<file path="src/rtl/note_record_sequencer.sv">
// Record-mode controller: turns key press/release edges into timestamped note RAM writes.
// Optional build macro NOTE_END_MARKER_EN appends a key-31 terminator entry when a take finishes.
module note_record_sequencer #(
  parameter int NUM_KEYS = 29,
  parameter int KEY_W    = 5,
  parameter int DELTA_W  = 27,
  parameter int ADDR_W   = 7,
  parameter int DATA_W   = 1 + KEY_W + DELTA_W
) (
  input  logic                clk,
  input  logic                reset,
  input  logic                start,
  input  logic                stop,
  input  logic [NUM_KEYS-1:0] key_state,
  input  logic                us_tick,
  output logic                mem_wr_en,
  output logic [ADDR_W-1:0]   mem_wr_addr,
  output logic [DATA_W-1:0]   mem_wr_data,
  output logic [ADDR_W:0]     event_count,
  output logic                recording,
  output logic                full,
  output logic                done
);

  typedef enum logic [1:0] {
    IDLE   = 2'd0,
    RECORD = 2'd1,
    FINISH = 2'd2,
    DONE   = 2'd3
  } stateT;

  // One slot is reserved for the terminator when the marker is enabled.
`ifdef NOTE_END_MARKER_EN
  localparam logic [ADDR_W:0]  CAP     = (ADDR_W+1)'((2 ** ADDR_W) - 1);
  localparam logic [KEY_W-1:0] END_KEY = '1;
`else
  localparam logic [ADDR_W:0]  CAP     = (ADDR_W+1)'(2 ** ADDR_W);
`endif
  localparam logic [DELTA_W-1:0] DELTA_MAX = '1;

  stateT               stateReg, stateNext;
  logic [NUM_KEYS-1:0] snapshotReg, snapshotNext;
  logic [DELTA_W-1:0]  deltaReg, deltaNext;
  logic [ADDR_W:0]     countReg, countNext;
  logic                fullReg, fullNext;
  logic                wrEnReg, wrEnNext;
  logic [ADDR_W-1:0]   wrAddrReg, wrAddrNext;
  logic [DATA_W-1:0]   wrDataReg, wrDataNext;
  logic [NUM_KEYS-1:0] pending;
  logic [KEY_W-1:0]    keyIdx;

  // Lowest pending key wins; scanning downward leaves the lowest index last.
  always_comb begin
    pending = key_state ^ snapshotReg;
    keyIdx  = '0;
    for (int i = NUM_KEYS - 1; i >= 0; i--) begin
      if (pending[i]) keyIdx = KEY_W'(i);
    end
  end

  always_ff @(posedge clk or posedge reset) begin
    if (reset) begin
      stateReg    <= IDLE;
      snapshotReg <= '0;
      deltaReg    <= '0;
      countReg    <= '0;
      fullReg     <= 1'b0;
      wrEnReg     <= 1'b0;
      wrAddrReg   <= '0;
      wrDataReg   <= '0;
    end else begin
      stateReg    <= stateNext;
      snapshotReg <= snapshotNext;
      deltaReg    <= deltaNext;
      countReg    <= countNext;
      fullReg     <= fullNext;
      wrEnReg     <= wrEnNext;
      wrAddrReg   <= wrAddrNext;
      wrDataReg   <= wrDataNext;
    end
  end

  always_comb begin
    stateNext    = stateReg;
    snapshotNext = snapshotReg;
    deltaNext    = deltaReg;
    countNext    = countReg;
    fullNext     = fullReg;
    wrEnNext     = 1'b0;
    wrAddrNext   = wrAddrReg;
    wrDataNext   = wrDataReg;

    case (stateReg)
      IDLE, DONE: begin
        if (start) begin
          stateNext    = RECORD;
          snapshotNext = key_state;
          deltaNext    = '0;
          countNext    = '0;
          fullNext     = 1'b0;
        end
      end

      RECORD: begin
        if (us_tick && (deltaReg != DELTA_MAX)) deltaNext = deltaReg + 1'b1;
        if (|pending) begin
          wrEnNext             = 1'b1;
          wrAddrNext           = countReg[ADDR_W-1:0];
          wrDataNext           = {key_state[keyIdx], keyIdx, deltaReg};
          snapshotNext[keyIdx] = key_state[keyIdx];
          countNext            = countReg + 1'b1;
          // The tick arriving with the write belongs to the next interval.
          deltaNext            = DELTA_W'(us_tick);
          if (countNext == CAP) begin
            fullNext  = 1'b1;
            stateNext = FINISH;
          end
        end
        if (stop) stateNext = FINISH;
      end

      FINISH: begin
`ifdef NOTE_END_MARKER_EN
        wrEnNext   = 1'b1;
        wrAddrNext = countReg[ADDR_W-1:0];
        wrDataNext = {1'b0, END_KEY, deltaReg};
        countNext  = countReg + 1'b1;
`endif
        stateNext = DONE;
      end

      default: stateNext = IDLE;
    endcase
  end

  assign mem_wr_en   = wrEnReg;
  assign mem_wr_addr = wrAddrReg;
  assign mem_wr_data = wrDataReg;
  assign event_count = countReg;
  assign full        = fullReg;
  assign recording   = (stateReg == RECORD);
  assign done        = (stateReg == DONE);

endmodule

</file>
<file path="config.mk">
export PLATFORM = sky130hd
export DESIGN_NAME = note_record_sequencer
export DESIGN_NICKNAME = d
export VERILOG_FILES = /design/src/rtl/note_record_sequencer.sv
export SDC_FILE = /design/constraint.sdc
export NUM_CORES = 1
export LEC_CHECK = 0
export CAP_MARGIN = 0
export CELL_PAD_IN_SITES_DETAIL_PLACEMENT = 0
export CELL_PAD_IN_SITES_GLOBAL_PLACEMENT = 1
export CORE_ASPECT_RATIO = 0.7
export CORE_UTILIZATION = 35
export DETAILED_ROUTE_END_ITERATION = 16
export PLACE_DENSITY = 0.65
export SYNTH_ARGS = -nofsm -noshare
export SYNTH_HDL_FRONTEND = slang
export SYNTH_SLANG_ARGS = --single-unit
</file>
<file path="constraint.sdc">
create_clock -name clk -period 3.9 [get_ports clk]
set_input_delay 0.585 -clock clk [delete_from_list [all_inputs] [get_ports clk]]
set_output_delay 0.585 -clock clk [all_outputs]
set_load 0.01 [all_outputs]
</file>
==> results.cfg, run 1 <==
[outcome]
status = complete, no violations

[setup_path]
rr_startpoint = snapshotReg[7]
worstPathRequired_ns = 4.18
r2r_cells = 11
crit_chain = clkdlybuf4s50_1 -> xnor2_1 -> and4_1 -> o21ai_2 -> a22oi_2 -> nor2_1 -> a32o_1 -> nor4_1 -> buf_4 -> nand3b_1 -> buf_4 -> a21oi_1
cpMostUsedCell = buf_4
reg2reg_slack_ns = 0.44
critPathLaunch = key_state[14]
end_kind = register
crit_slowest_cell = clkdlybuf4s50_1
critical_path_class = in2reg
path_delay_family = simple AND/OR/NAND/NOR gates
r2r-end = snapshotReg[5]
worst-path-max-fanout = 6
max_stage_delay_ns = 0.51
cp-start-kind = input port
arrival_ns = 4.01
worst-path-buf-inv = 3

[power]
switching_share = 0.464
power_frac_seq = 0.247
p_clk_frac = 0.143
power_uw = 6620
p_per_area_nw_per_um2 = 706
p_int_uw = 3550
irDropWorstVdd_v = 0.000439
comb_power_share = 0.610
leakagePower_uw = 0.00406
switching_power_uw = 3070

[yosys]
synth_commonest_cells = nand2_1 (157), dfrtp_1 (108), nor2_1 (58), o21ai_0 (50), nand3_1 (42)
yosys.area_share.xor_xnor = 0.0835
yosysWarnings = 0
syn_nets = 826
ys_types = 83
seq_area_frac_synth = 0.398
synthCells = 786
synth-compound-area-share = 0.218
async_flop_share = 1.00
ys_top_cells_by_area = dfrtp_1 (40%), nand2_1 (8.7%), xnor2_1 (3.7%)
synth-edff-count = 0
synth_most_common_cell = nand2_1
synth-simple-area-share = 0.250
synth_top_area_frac = 0.398
yosysTopAreaCell = dfrtp_1
synth_fa_ha_area_frac = 0.0111
synth.area.mux_share = 0.00645
synth_top_family_by_area = simple AND/OR/NAND/NOR gates
avgSynthCellArea_sq_um = 8.63
synth_top_flop_cell = dfrtp_1
ys_ff_latch = 108
synth_area_sq_um = 6790

[clock_tree]
cts_resized = 0
cts_tree = done
clk_latency_ns = 0.35
cts_setup_buffers = 0
cts_hold_buf = 0
path_clk_slew_ns = 0.09
htree_levels = 3
cts_buffers = 9
clockRootBuffer = clkbuf_16
cts_buffer_depth = 2
cts_sinks = 108

[floorplanning]
core_area_sq_um = 18900
initial_utilization = 0.359
rows = 42
fp.dieH_um = 119
die_w_um = 168
num_io_pins = 86
dieArea_sq_um = 20000

[sta]
rsz0062_at_grt = false
layout_setup_ws_ns = 0.173
period_needed_ns = 3.73
fin_skew_ns = 0.00977
hold_violations = 0
setup_viol = 0
max_slew_margin = 0.562
slew_violations = 0
fmax_mhz = 268
period_share = 0.956
setup_tns_ns = 0
worstMarginPinSlew_ns = 0.649

[min_path]
hold_start = mem_wr_data[17]
hold_class = reg2reg
hold_path_end = mem_wr_data[17]
worstHoldPathCells = 2

[route]
antenna_left = 0
vias_per_cell = 5.62
drc = 0
dr.pass1.iters = 6
drtIter0Drc = 738
drt_wl_total_mm = 27.1
wl_per_cell_um = 21.5
vias = 7072

[global_routing]
grt_pass1_vias = 6690
antenna_found_initial = 0
grt-ovfl-total = 0
grt_util_all_layers = 0.280
grt_first_pass_wirelength_mm = 41.6
grt_max_degree = 84

[flow_run]
max_cap_violations = 0

[finish]
drive_gt1_frac = 0.220
area_growth_pct = 38.1
finalNetCount = 1052
antenna_cells = 0

[placed_design]
dp_slack_ns = -0.332
gp_congestion = 1.01
hpwl_mm = 21.6
port_buffers = 85
==> layer usage <==
metal	vias to the layer above	global-route usage	wire (um)
li1	3292	-	-
met2	276	0.356	10300
met5	-	0.0384	99
met4	2	0.0443	250
met1	3477	0.443	13700
met3	25	0.0981	2820
==> how the worst max path moves through the flow <==
stage	to	slack, ns	cells after the start
6_report	snapshotReg[5]	0.17	12
5_1_grt	snapshotReg[1]	0.05	12
4_1_cts	snapshotReg[5]	0.02	13
3_5_place_dp	snapshotReg[5]	-0.33	13
3_3_place_gp	snapshotReg[21]	-0.36	13
2_1_floorplan	deltaReg[0]	0.47	1
==> registers in the layout, indices dropped and copies added (netlist names) <==
name,count
event_count,8
deltaReg,27
mem_wr_en,1
stateReg,2
snapshotReg,29
mem_wr_addr,7
full,1
mem_wr_data,33
==> layout make-up <==
type	count	area, sq um
clock buffers	9	225
clock inverters	7	80.1
fillers	1885	9550
inverters	20	77.6
multi-input cells	624	3870
flip-flops and latches	108	2700
well taps	242	303
repair buffers	249	2110
==> tightest hold or removal path, cell delays in order (launching register included) <==
cell and delay (ns):
dfrtp_1 0.34, nand2_1 0.05, nand2_1 0.06
==> through the flow <==
step                      cell area [sq um]  hold WS, ns   util  cells
after floorplan                        6790        0.470      -    786
after global placement                 9060        0.457  0.479   1243
after detailed placement               9060        0.462  0.479   1243
after CTS                              9360        0.482  0.495   1259
after global routing                   9370        0.506  0.495   1259
final                                  9370        0.478  0.495   1259
==> power groups by stage <==
stage	Combinational, uW	Sequential (uW)	Clock, uW
after floorplan	2070	1590	0
after global placement	3920	1640	0
after detailed placement	3950	1650	0
after CTS	3960	1630	978
after global routing	4340	1660	1020
final	4040	1640	947
==> cells in the final DEF (no fill, tap or decap), types with 8 or more instances in the layout <==
master and instances:
inv_1 18, dfrtp_1 108, xnor2_1 29, a31oi_1 11
buf_4 162, nand4_1 16, o211ai_1 10, xor2_1 27
or3_1 8, nor3_1 16, nand2_1 157, a211oi_1 14
a21oi_1 34, clkbuf_16 9, o21ai_0 50, nor2_1 58
nand3_1 42, clkdlybuf4s50_1 85
==> cell families (layout without fill, tap and decap cells) <==
group	Yosys count	count (layout)
AOI/OAI and AO/OA	206	206
adders and majority gates	6	6
DFF	108	108
muxes	4	4
buffers and inverters	54	285
and+or+nand+nor	348	348
xor gates and xnor gates	60	60
No activity file was read; power rests on OpenSTA's default activity.
==> run 2: changes to the inputs <==
--- a/config.mk
+++ b/config.mk
@@ -9,9 +9,9 @@
 export CELL_PAD_IN_SITES_DETAIL_PLACEMENT = 0
 export CELL_PAD_IN_SITES_GLOBAL_PLACEMENT = 1
 export CORE_ASPECT_RATIO = 0.7
-export CORE_UTILIZATION = 35
+export CORE_UTILIZATION = 40
 export DETAILED_ROUTE_END_ITERATION = 16
-export PLACE_DENSITY = 0.65
+export PLACE_DENSITY = 0.73
 export SYNTH_ARGS = -nofsm -noshare
 export SYNTH_HDL_FRONTEND = slang
 export SYNTH_SLANG_ARGS = --single-unit
==> run 2 against run 1 <==
Critical path depth did not move. Global-route usage rose by 2.3 points. First-iteration DRC count fell by 23%. Fmax barely moved. Utilization rose by 7.0 points. Worst setup slack got worse by 0.00086 ns. Critical endpoint is now mem_wr_data[32]. Die area fell by 12%. Largest cell class unchanged. Routed wire length fell by 6.0%.
==> results.cfg, run 2 (synthesis gave the netlist of run 1 again) <==
[setup_path]
crit_slowest_cell = clkdlybuf4s50_1
critical_path_class = in2reg
cpMostUsedCell = buf_4
worst-path-max-fanout = 5
path_delay_family = simple AND/OR/NAND/NOR gates
r2r_cells = 11
critPathLaunch = key_state[18]
worstPathRequired_ns = 4.17
rr_startpoint = snapshotReg[18]
max_stage_delay_ns = 0.49
reg2reg_slack_ns = 0.48
cp-start-kind = input port
end_kind = register
worst-path-buf-inv = 3
arrival_ns = 4.00
crit_chain = clkdlybuf4s50_1 -> xor2_1 -> nor4_1 -> buf_4 -> and4_1 -> a31oi_2 -> buf_4 -> nor2_1 -> a32o_1 -> or2_1 -> or3b_4 -> o41ai_2
r2r-end = mem_wr_data[32]
worst-path-stages = 12
crit_end = mem_wr_data[32]

[power]
irDropWorstVdd_v = 0.000368
leakagePower_uw = 0.00402
p_per_area_nw_per_um2 = 711

[sta]
period_share = 0.956
hold_violations = 0
fmax_mhz = 268
fin_skew_ns = 0.0148
setup_viol = 0
period_needed_ns = 3.73
rsz0062_at_grt = false
slew_violations = 0
max_slew_margin = 0.514
worstMarginPinSlew_ns = 0.717
layout_setup_ws_ns = 0.172

[floorplanning]
num_io_pins = 86
core_area_sq_um = 16400
dieArea_sq_um = 17500
rows = 39
die_w_um = 158
fp.dieH_um = 111
initial_utilization = 0.413

[clock_tree]
clk_latency_ns = 0.37
path_clk_slew_ns = 0.08
cts_tree = done
cts_resized = 0
cts_buffers = 9
clockRootBuffer = clkbuf_16
cts_hold_buf = 0
cts_buffer_depth = 2
cts_sinks = 108
cts_setup_buffers = 0
htree_levels = 3

[global_routing]
grt_pass1_vias = 6679
grt_util_all_layers = 0.303
grt_first_pass_wirelength_mm = 39.5
grt-ovfl-total = 0
grt_max_degree = 47
antenna_found_initial = 0

[route]
drc = 0
antenna_left = 0
drt_wl_total_mm = 25.5
drtIter0Drc = 567
vias = 7072
dr.pass1.iters = 4
vias_per_cell = 5.74
wl_per_cell_um = 20.7

[finish]
drive_gt1_frac = 0.212
largest_reg_flops = 33
fin_util = 0.565
finalNetCount = 1042
antenna_cells = 0
layout_common_cells = nand2_1 (157), buf_4 (151), dfrtp_1 (108)
final_common_cell = nand2_1
fillers = 1480
area_growth_pct = 36.9

[placed_design]
gp_congestion = 0.961
port_buffers = 85
hpwl_mm = 19.7
dp_slack_ns = -0.285

[min_path]
worstHoldPathCells = 2
hold_class = reg2reg
hold_start = mem_wr_addr[0]

[outcome]
status = complete, no violations

[flow_run]
max_cap_violations = 0
-- run 2: where the power goes --
group	total (uW)	switching, uW	internal (uW)
sequential	1620	249	1370
combinational	3990	2300	1690
clock	1000	484	516
-- run 2: worst min path at each step --
stage	to	slack, ns
after floorplan	mem_wr_data[14]	0.47
after global placement	mem_wr_addr[6]	0.46
after detailed placement	mem_wr_addr[0]	0.46
after CTS	mem_wr_addr[0]	0.48
after global routing	mem_wr_addr[2]	0.49
final	mem_wr_addr[0]	0.47
-- run 2: area by class of cell --
cell class | instances | area [sq um] | area share
clock buffer | 9 | 225 | 0.0242
inverter | 20 | 77.6 | 0.00835
multi-input combinational | 624 | 3870 | 0.416
clock inverter | 7 | 91.3 | 0.00983
timing repair buffer | 239 | 2040 | 0.220
tap | 225 | 282 | 0.0303
sequential | 108 | 2700 | 0.291
-- run 2: per-stage QoR --
stage / area [sq um] / instances / total power, uW / hold slack (ns) / TNS [ns]
after detailed placement: 8970 / 1216 / 5510 / 0.462 / -1.38
after global placement: 8970 / 1216 / 5460 / 0.458 / -1.47
final: 9290 / 1232 / 6610 / 0.474 / 0
after global routing: 9290 / 1232 / 6960 / 0.491 / 0
after floorplan: 6790 / 786 / 3670 / 0.470 / 0
after CTS: 9290 / 1232 / 6530 / 0.481 / 0
-- run 2: worst reg2reg max path, cell delays in order, from the launching register on --
cell and delay (ns):
dfrtp_1 0.39, xor2_1 0.49, nor4_1 0.17, buf_4 0.20, and4_1 0.18, a31oi_2 0.40
buf_4 0.20, nor2_1 0.05, a32o_1 0.28, or2_1 0.24, or3b_4 0.45, o41ai_2 0.28
-- run 2: layer usage --
metal  GRT usage  part of all wire  vias up
li1            -                 -     3283
met1       0.469              0.49     3450
met2       0.410              0.40      316
met3      0.0907             0.096       23
met4      0.0544            0.0093        0
met5           0                 0        -
==> run 3: changes to the inputs <==
--- a/config.mk
+++ b/config.mk
@@ -5,6 +5,7 @@
 export SDC_FILE = /design/constraint.sdc
 export NUM_CORES = 1
 export LEC_CHECK = 0
+export ABC_AREA = 0
 export CAP_MARGIN = 0
 export CELL_PAD_IN_SITES_DETAIL_PLACEMENT = 0
 export CELL_PAD_IN_SITES_GLOBAL_PLACEMENT = 1
@@ -15,3 +16,4 @@
 export SYNTH_ARGS = -nofsm -noshare
 export SYNTH_HDL_FRONTEND = slang
 export SYNTH_SLANG_ARGS = --single-unit
+export TNS_END_PERCENT = 1
==> results of run 3 <==
Same layout as run 2: the final DEF is identical, and so are final timing and power.
